[src/rtl/maxpool_pkg.sv]
//------------------------------------------------------------------------------
// Module  : cnn_defs (package)
// Brief   : Shared pooling constants and pooling FSM state encoding.
// Rev     : 1.0
//------------------------------------------------------------------------------
`default_nettype none

package cnn_defs;

    localparam int POOL_HEIGHT   = 2;
    localparam int POOL_WIDTH    = 2;
    localparam int POOL_H_STRIDE = 2;
    localparam int POOL_V_STRIDE = 2;

    typedef enum logic [1:0] {
        POOL_IDLE    = 2'd0,
        POOL_PROCESS = 2'd1,
        POOL_DONE    = 2'd2
    } pool_state_t;

endpackage

`default_nettype wire

[src/rtl/maxpool_pool_max.sv]
//------------------------------------------------------------------------------
// Module  : pool_max
// Brief   : Combinational unsigned maximum over a pooling window.
// Rev     : 1.0
//------------------------------------------------------------------------------
`default_nettype none

module pool_max #(
    parameter int DATA_WIDTH  = 8,
    parameter int POOL_HEIGHT = 2,
    parameter int POOL_WIDTH  = 2
) (
    input  logic [DATA_WIDTH-1:0] window [0:POOL_HEIGHT-1][0:POOL_WIDTH-1],
    output logic [DATA_WIDTH-1:0] max_val
);

    logic [DATA_WIDTH-1:0] w_max;

    always_comb begin
        w_max = window[0][0];
        for (int i = 0; i < POOL_HEIGHT; i++) begin
            for (int j = 0; j < POOL_WIDTH; j++) begin
                if (window[i][j] > w_max) begin
                    w_max = window[i][j];
                end
            end
        end
    end

    assign max_val = w_max;

endmodule

`default_nettype wire

[src/rtl/maxpool.sv]
//------------------------------------------------------------------------------
// Module  : maxpool
// Brief   : Walks the pooled output grid one pixel per cycle, registering the
//           window maximum into ofmap, then raises done_pool.
// Rev     : 1.0
//------------------------------------------------------------------------------
`default_nettype none

module maxpool #(
    parameter int IFMAP_HEIGHT = 6,
    parameter int IFMAP_WIDTH  = 6,
    parameter int POOL_HEIGHT  = cnn_defs::POOL_HEIGHT,
    parameter int POOL_WIDTH   = cnn_defs::POOL_WIDTH,
    parameter int DATA_WIDTH   = 8,
    parameter int H_STRIDE     = cnn_defs::POOL_H_STRIDE,
    parameter int V_STRIDE     = cnn_defs::POOL_V_STRIDE,
    parameter int OFMAP_HEIGHT = (IFMAP_HEIGHT - POOL_HEIGHT) / V_STRIDE + 1,
    parameter int OFMAP_WIDTH  = (IFMAP_WIDTH - POOL_WIDTH) / H_STRIDE + 1
) (
    input  logic                  clk,
    input  logic                  reset,
    input  logic                  en,
    input  logic [DATA_WIDTH-1:0] ifmap [0:IFMAP_HEIGHT-1][0:IFMAP_WIDTH-1],
    output logic [DATA_WIDTH-1:0] ofmap [0:OFMAP_HEIGHT-1][0:OFMAP_WIDTH-1],
    output logic                  done_pool
);

    import cnn_defs::*;

    localparam int ROW_W  = (OFMAP_HEIGHT > 1) ? $clog2(OFMAP_HEIGHT) : 1;
    localparam int COL_W  = (OFMAP_WIDTH  > 1) ? $clog2(OFMAP_WIDTH)  : 1;
    localparam int IROW_W = (IFMAP_HEIGHT > 1) ? $clog2(IFMAP_HEIGHT) : 1;
    localparam int ICOL_W = (IFMAP_WIDTH  > 1) ? $clog2(IFMAP_WIDTH)  : 1;

    localparam logic [ROW_W-1:0] c_ROW_LAST = ROW_W'(OFMAP_HEIGHT - 1);
    localparam logic [COL_W-1:0] c_COL_LAST = COL_W'(OFMAP_WIDTH - 1);

    pool_state_t           r_state;
    logic [ROW_W-1:0]      r_out_row;
    logic [COL_W-1:0]      r_out_col;
    logic [DATA_WIDTH-1:0] w_window [0:POOL_HEIGHT-1][0:POOL_WIDTH-1];
    logic [DATA_WIDTH-1:0] w_max;

    // Window origin follows the output counters; trailing rows/columns that
    // cannot fill a whole window are never addressed.
    always_comb begin
        for (int i = 0; i < POOL_HEIGHT; i++) begin
            for (int j = 0; j < POOL_WIDTH; j++) begin
                w_window[i][j] = ifmap[IROW_W'(int'(r_out_row) * V_STRIDE + i)]
                                      [ICOL_W'(int'(r_out_col) * H_STRIDE + j)];
            end
        end
    end

    pool_max #(
        .DATA_WIDTH  (DATA_WIDTH),
        .POOL_HEIGHT (POOL_HEIGHT),
        .POOL_WIDTH  (POOL_WIDTH)
    ) u_pool_max (
        .window  (w_window),
        .max_val (w_max)
    );

    always_ff @(posedge clk or posedge reset) begin
        if (reset) begin
            r_state   <= POOL_IDLE;
            r_out_row <= '0;
            r_out_col <= '0;
            for (int r = 0; r < OFMAP_HEIGHT; r++) begin
                for (int c = 0; c < OFMAP_WIDTH; c++) begin
                    ofmap[r][c] <= '0;
                end
            end
        end else if (!en) begin
            r_state   <= POOL_IDLE;
            r_out_row <= '0;
            r_out_col <= '0;
        end else begin
            case (r_state)
                POOL_IDLE: begin
                    r_state <= POOL_PROCESS;
                end
                POOL_PROCESS: begin
                    ofmap[r_out_row][r_out_col] <= w_max;
                    // Counters park on the last pixel so they read frozen in DONE.
                    if (r_out_col == c_COL_LAST) begin
                        if (r_out_row == c_ROW_LAST) begin
                            r_state <= POOL_DONE;
                        end else begin
                            r_out_col <= '0;
                            r_out_row <= r_out_row + 1'b1;
                        end
                    end else begin
                        r_out_col <= r_out_col + 1'b1;
                    end
                end
                POOL_DONE: begin
                    r_state <= POOL_DONE;
                end
                default: begin
                    r_state <= POOL_IDLE;
                end
            endcase
        end
    end

    assign done_pool = (r_state == POOL_DONE);

endmodule

`default_nettype wire

[config.mk]
export PLATFORM = sky130hd
export DESIGN_NAME = maxpool
export DESIGN_NICKNAME = d
export VERILOG_FILES = /design/src/rtl/maxpool_pkg.sv /design/src/rtl/maxpool_pool_max.sv /design/src/rtl/maxpool.sv
export SDC_FILE = /design/constraint.sdc
export NUM_CORES = 1
export LEC_CHECK = 0
export ABC_CLOCK_PERIOD_IN_PS = 7800
export CAP_MARGIN = 10
export CORE_MARGIN = 2
export CORE_UTILIZATION = 36
export CTS_BUF_LIST = sky130_fd_sc_hd__clkbuf_4
export CTS_CLUSTER_SIZE = 28
export DETAILED_ROUTE_END_ITERATION = 6
export DONT_BUFFER_PORTS = 1
export SYNTH_ARGS = -nofsm -noshare
export SYNTH_HDL_FRONTEND = slang
export SYNTH_HIERARCHICAL = 1
export SYNTH_SLANG_ARGS = --single-unit
export TNS_END_PERCENT = 100
[constraint.sdc]
create_clock -name clk -period 7.8 [get_ports clk]
set_clock_uncertainty 0.15 [all_clocks]
set_input_delay 1.56 -clock clk [delete_from_list [all_inputs] [get_ports clk]]
set_output_delay 1.56 -clock clk [all_outputs]
set_load 0.02 [all_outputs]
# Yosys cells after proc, flatten, opt, wreduce, memory -nomap -nowiden
# Index checks and enable logic that the tools add are counted.
op_classes:
  addsub: 4
  magnitude_cmp: 11
  eq_ne: 10
  mux: 38
  bitwise_logic: 6
  n_reduce_logical: 7
ops:
  columns: ["op", "count"]
  rows:
  - ["$bmux 48 s3", 2]
  - ["$mux 48", 4]
  - ["$bmux 8 s3", 4]
  - ["$mux 8", 12]
  - ["$bwmux 72", 1]
  - ["$demux 24 s2", 1]
  - ["$gt 8x8->1", 3]
  - ["$mux 24", 1]
  - ["$mux 2", 11]
  - ["$demux 8 s2", 1]
  - ["$ge 3x4->1 const B", 4]
  - ["$not 3->3", 4]
  - ["$ne 3x3->1 const B", 3]
  - ["$add 3x1->3 const B", 2]
  - ["$eq 2x2->1 const B", 3]
  - ["$ge 3x3->1 const B", 2]
  - ["$lt 3x1->1 const B", 2]
  - ["$not 2->3", 2]
  - ["$pmux 2 s3", 1]
  - ["$reduce_and 2->1", 3]
  - ["$add 2x1->2 const B", 2]
  - ["$ne 2x1->1 const B", 2]
  - ["$reduce_and 3->1", 1]
  - ["$eq 2x1->1 const B", 1]
  - ["3 further kinds", 4]
word_totals:
  reg_bits: 78
  inputBits: 291
  output_inout_bits: 73
  elab_cells: 88

# Logic depth before layout (Yosys ltp)
depth:
  depth_word: 14
  ltp_mapped: 33
  depth_no_buf: 28

# By module
# Netlist, hierarchy kept.
modules_own_cells:
  columns: ["mod", "instances", "cells_each", "area_per_inst_um2", "seq_area_each_um2"]
  rows:
  - ["maxpool", 1, 518, 5740.5, 1951.9]
  - ["pool_max", 1, 142, 1026.0, 0.0]

# Worst setup path before layout
# Ideal clock, no wire load.
synth_path:
  kind: "input port to flip-flop"
  from: "input ifmap[81] in the netlist's numbering"
  to: "register ofmap[0] in the netlist's numbering"
  setup_time_ps: 66
  t_arrival_ps: 7189
  required_time_ps: 7584
  setup_slack_ps: 394
  stages: 27
  path_buffers: 2
  cell_sequence: "mux2_2 a221o_1 ha_1 nor2b_1 o211ai_1 a21oi_1 o21ai_2 mux2i_1 ha_1 a21oi_1 o21a_1 o21ai_0 a31o_2 a31oi_2 buf_2 a21oi_1 a31o_1 ha_1 nor2b_1 o21ai_0 a21oi_1 o22ai_1 clkbuf_1 nor2_1 a41o_1 a31oi_1 mux2_2"
synth_lines:
  columns: ["item", "line_no", "source"]
  rows:
  - ["start, declared", "maxpool.sv:23", "input logic [DATA_WIDTH-1:0] ifmap [0:IFMAP_HEIGHT-1][0:IFMAP_WIDTH-1],"]
  - ["end signal, assigned by index", "maxpool.sv:84", "ofmap[r_out_row][r_out_col] <= w_max;"]
  - ["end, declared", "maxpool.sv:24", "output logic [DATA_WIDTH-1:0] ofmap [0:OFMAP_HEIGHT-1][0:OFMAP_WIDTH-1],"]

==> flow_summary.toml <==
[status]
status = "finished clean"

[setup_path]
crit_fanout = 17
reg2reg_to = "ofmap[12]"
path_buf_inv = 4
end_kind = "register"
critical_path_class = "in -> reg"
reg2reg_setup_slack_ns = 0.43
r2r_cells = 28
r2r_start = "r_out_row[1]"
required_ns = 7.94
worstSetupStartpointType = "input pin"
slowest_stage = "a221o_2"
critPathTopFamily = "compound AO/OA/AOI/OAI gates"
crit_arrival_ns = 7.62
cp_slowest_stage_delay_ns = 0.52

[finish]
fin_cells = 913
fin_nets = 985
drive_gt1_frac = 0.269
syn2layout_area_growth_pct = 7.56
fin_util = 0.392

[grt]
grt_pass1_vias = 5929
grt_max_degree = 79
grt_first_pass_wirelength_mm = 37.7
antenna_found_initial = 13
grt_use_total = 0.255
gr-total-overflow = 0

[placed_design]
place_congestion = 0.934
hpwl_mm = 22.0
port_buffers = 0
placed_cells = 885
place_ws_ns = -0.140

[routing]
vias = 5709
wire_per_inst_um = 29.7
ant_nets = 0
dr.pass1.iters = 5
viasPerCell = 6.25
wirelength_mm = 27.1
drt_iter0_drc = 326
drc_errors = 0

[clocking]
clock-root-buffer = "clkbuf_4"
clock_path_buffers = 2
hold_buffers = 0
tritoncts_num_sinks = 78
clkTransAtPathRegs_ns = 0.11
clkLatencyLatePin_ns = 0.40
cts_tree = "yes"
cts_buffers = 9
h-tree-depth = 3

[min_path]
hold_end = "r_state[0]"
min_from = "r_state[0]"
min_path_cells = 2
holdCritPathClass = "reg -> reg"

[logic_synthesis]
netlist_instances = 660
async_reset_ff_frac = 1.00
synth_common_cells = "121 x mux2i_1, 89 x mux2_2, 78 x dfrtp_1, 33 x o22ai_1, 31 x ha_1"
seq_area_frac_synth = 0.288
yosysTopAreaCell = "dfrtp_1"
synth_most_common_cell = "mux2i_1"
ys_top_cells_by_area = "dfrtp_1 29%, mux2i_1 18%, mux2_2 15%"
syn_nets = 982
ys_types = 54
ys_warn_count = 6
syn_avg_cell_area_um2 = 10.3
ys_dominant_reg_cell = "dfrtp_1"
syn_area_um2 = 6770
synth-edff-count = 0
ys_seq_elements = 78
yosysTopAreaCellShare = 0.288

[flow_run]
cap_violations = 0

[timing]
rsz0062_at_grt = "false"
slew_violations = 0
tns_ns = 0
layout_setup_ws_ns = 0.316
setup_viol = 0
hold_viol_final = 0
slew_headroom = 0.340
fin_crit_sh = 0.960
max_freq_mhz = 134
fin_crit_ns = 7.48
tightestPinTransition_ns = 0.991

[floorplanning]
ioPinCount = 364
die_h_um = 141
rows = 50
die_w_um = 141
core_area_um2 = 18600
die-area_um2 = 19900
start_util = 0.364

[power]
ir_drop_mv = 0.376
cellLeakagePower_nw = 3.03
powerDensity_nw_per_um2 = 511
[routing by layer]
metal	GRT usage	share of wire	up-vias
li1	-	-	2533
met1	0.293	0.38	2838
met2	0.437	0.50	300
met3	0.0740	0.079	38
met4	0.121	0.040	0
met5	0	0	-
[how the worst max path moves through the flow]
stage / cells after the start / endpoint / start
2_1_floorplan: 27 / ofmap[0] / ifmap[81]
3_3_place_gp: 28 / ofmap[12] / ifmap[69]
3_5_place_dp: 27 / ofmap[22] / ifmap[89]
4_1_cts: 27 / ofmap[30] / r_out_col[0]
5_1_grt: 27 / ofmap[12] / ifmap[73]
6_report: 27 / ofmap[12] / ifmap[73]
[worst register-to-register path, delay by kind of cell, from the launching register on]
| kind | cells | cell delay (ns) |
|---|---|---|
| AO/OA/AOI/OAI | 13 | 2.84 |
| AND/OR/NAND/NOR | 4 | 0.92 |
| flip-flops | 1 | 0.58 |
| adder cells (fa/ha/maj) | 3 | 0.83 |
| multiplexers | 3 | 0.84 |
| buffers and inverters | 5 | 1.13 |
[flip-flops by register name, indices dropped and copies added, names as in the netlist]
register	cells
r_state	2
ofmap	72
r_out_col	2
r_out_row	2
[metrics by stage]
step | instance area (um^2) | total power [mW] | hold WS, ns
after floorplan | 6770 | 2.34 | 0.431
after global placement | 7080 | 3.31 | 0.463
after detailed placement | 7080 | 3.38 | 0.481
after CTS | 7200 | 3.61 | 0.502
after global routing | 7270 | 3.97 | 0.542
final | 7280 | 3.72 | 0.496
[what timing repair did]
item / CTS / global route
resized for setup: 0 / 6
endpoints found under the setup margin: 0 / 72
buffers inserted: 0 / 1
[cell usage in the layout (no fill, tap or decap), types with 20 or more instances in the layout]
master,synthesis,layout
buf_4,8,36
ha_1,31,31
nand2b_1,20,20
inv_1,25,24
o22ai_1,33,33
mux2i_1,121,119
a221o_1,22,22
nor2_1,28,28
dfrtp_1,78,76
mux2_2,89,89
a21oi_1,28,28
[final cells by class]
| type | instances | area [um^2] |
|---|---|---|
| tap | 234 | 293 |
| inverter | 25 | 93.8 |
| clock inverter | 5 | 52.6 |
| antenna | 13 | 32.5 |
| timing repair buffer | 40 | 333 |
| clock buffer | 9 | 67.6 |
| multi-input combinational | 509 | 4450 |
| fill | 1804 | 11300 |
| sequential | 78 | 1960 |
[power by group]
part           switching, mW  internal (mW)  total [mW]
combinational           1.73           1.11        2.84
sequential             0.168          0.489       0.657
clock                  0.128         0.0929       0.220
[logic make-up after synthesis]
group	count (synthesis)	share of synthesized area
multiplexers	210	0.327
AO/OA/AOI/OAI	156	0.175
AND/OR/NAND/NOR	111	0.0921
flip-flops	78	0.288
buffers and inverters	73	0.0584
adder cells (fa/ha/maj)	31	0.0573
XOR/XNOR	1	0.00129
Power figures use the tool's default switching activity.
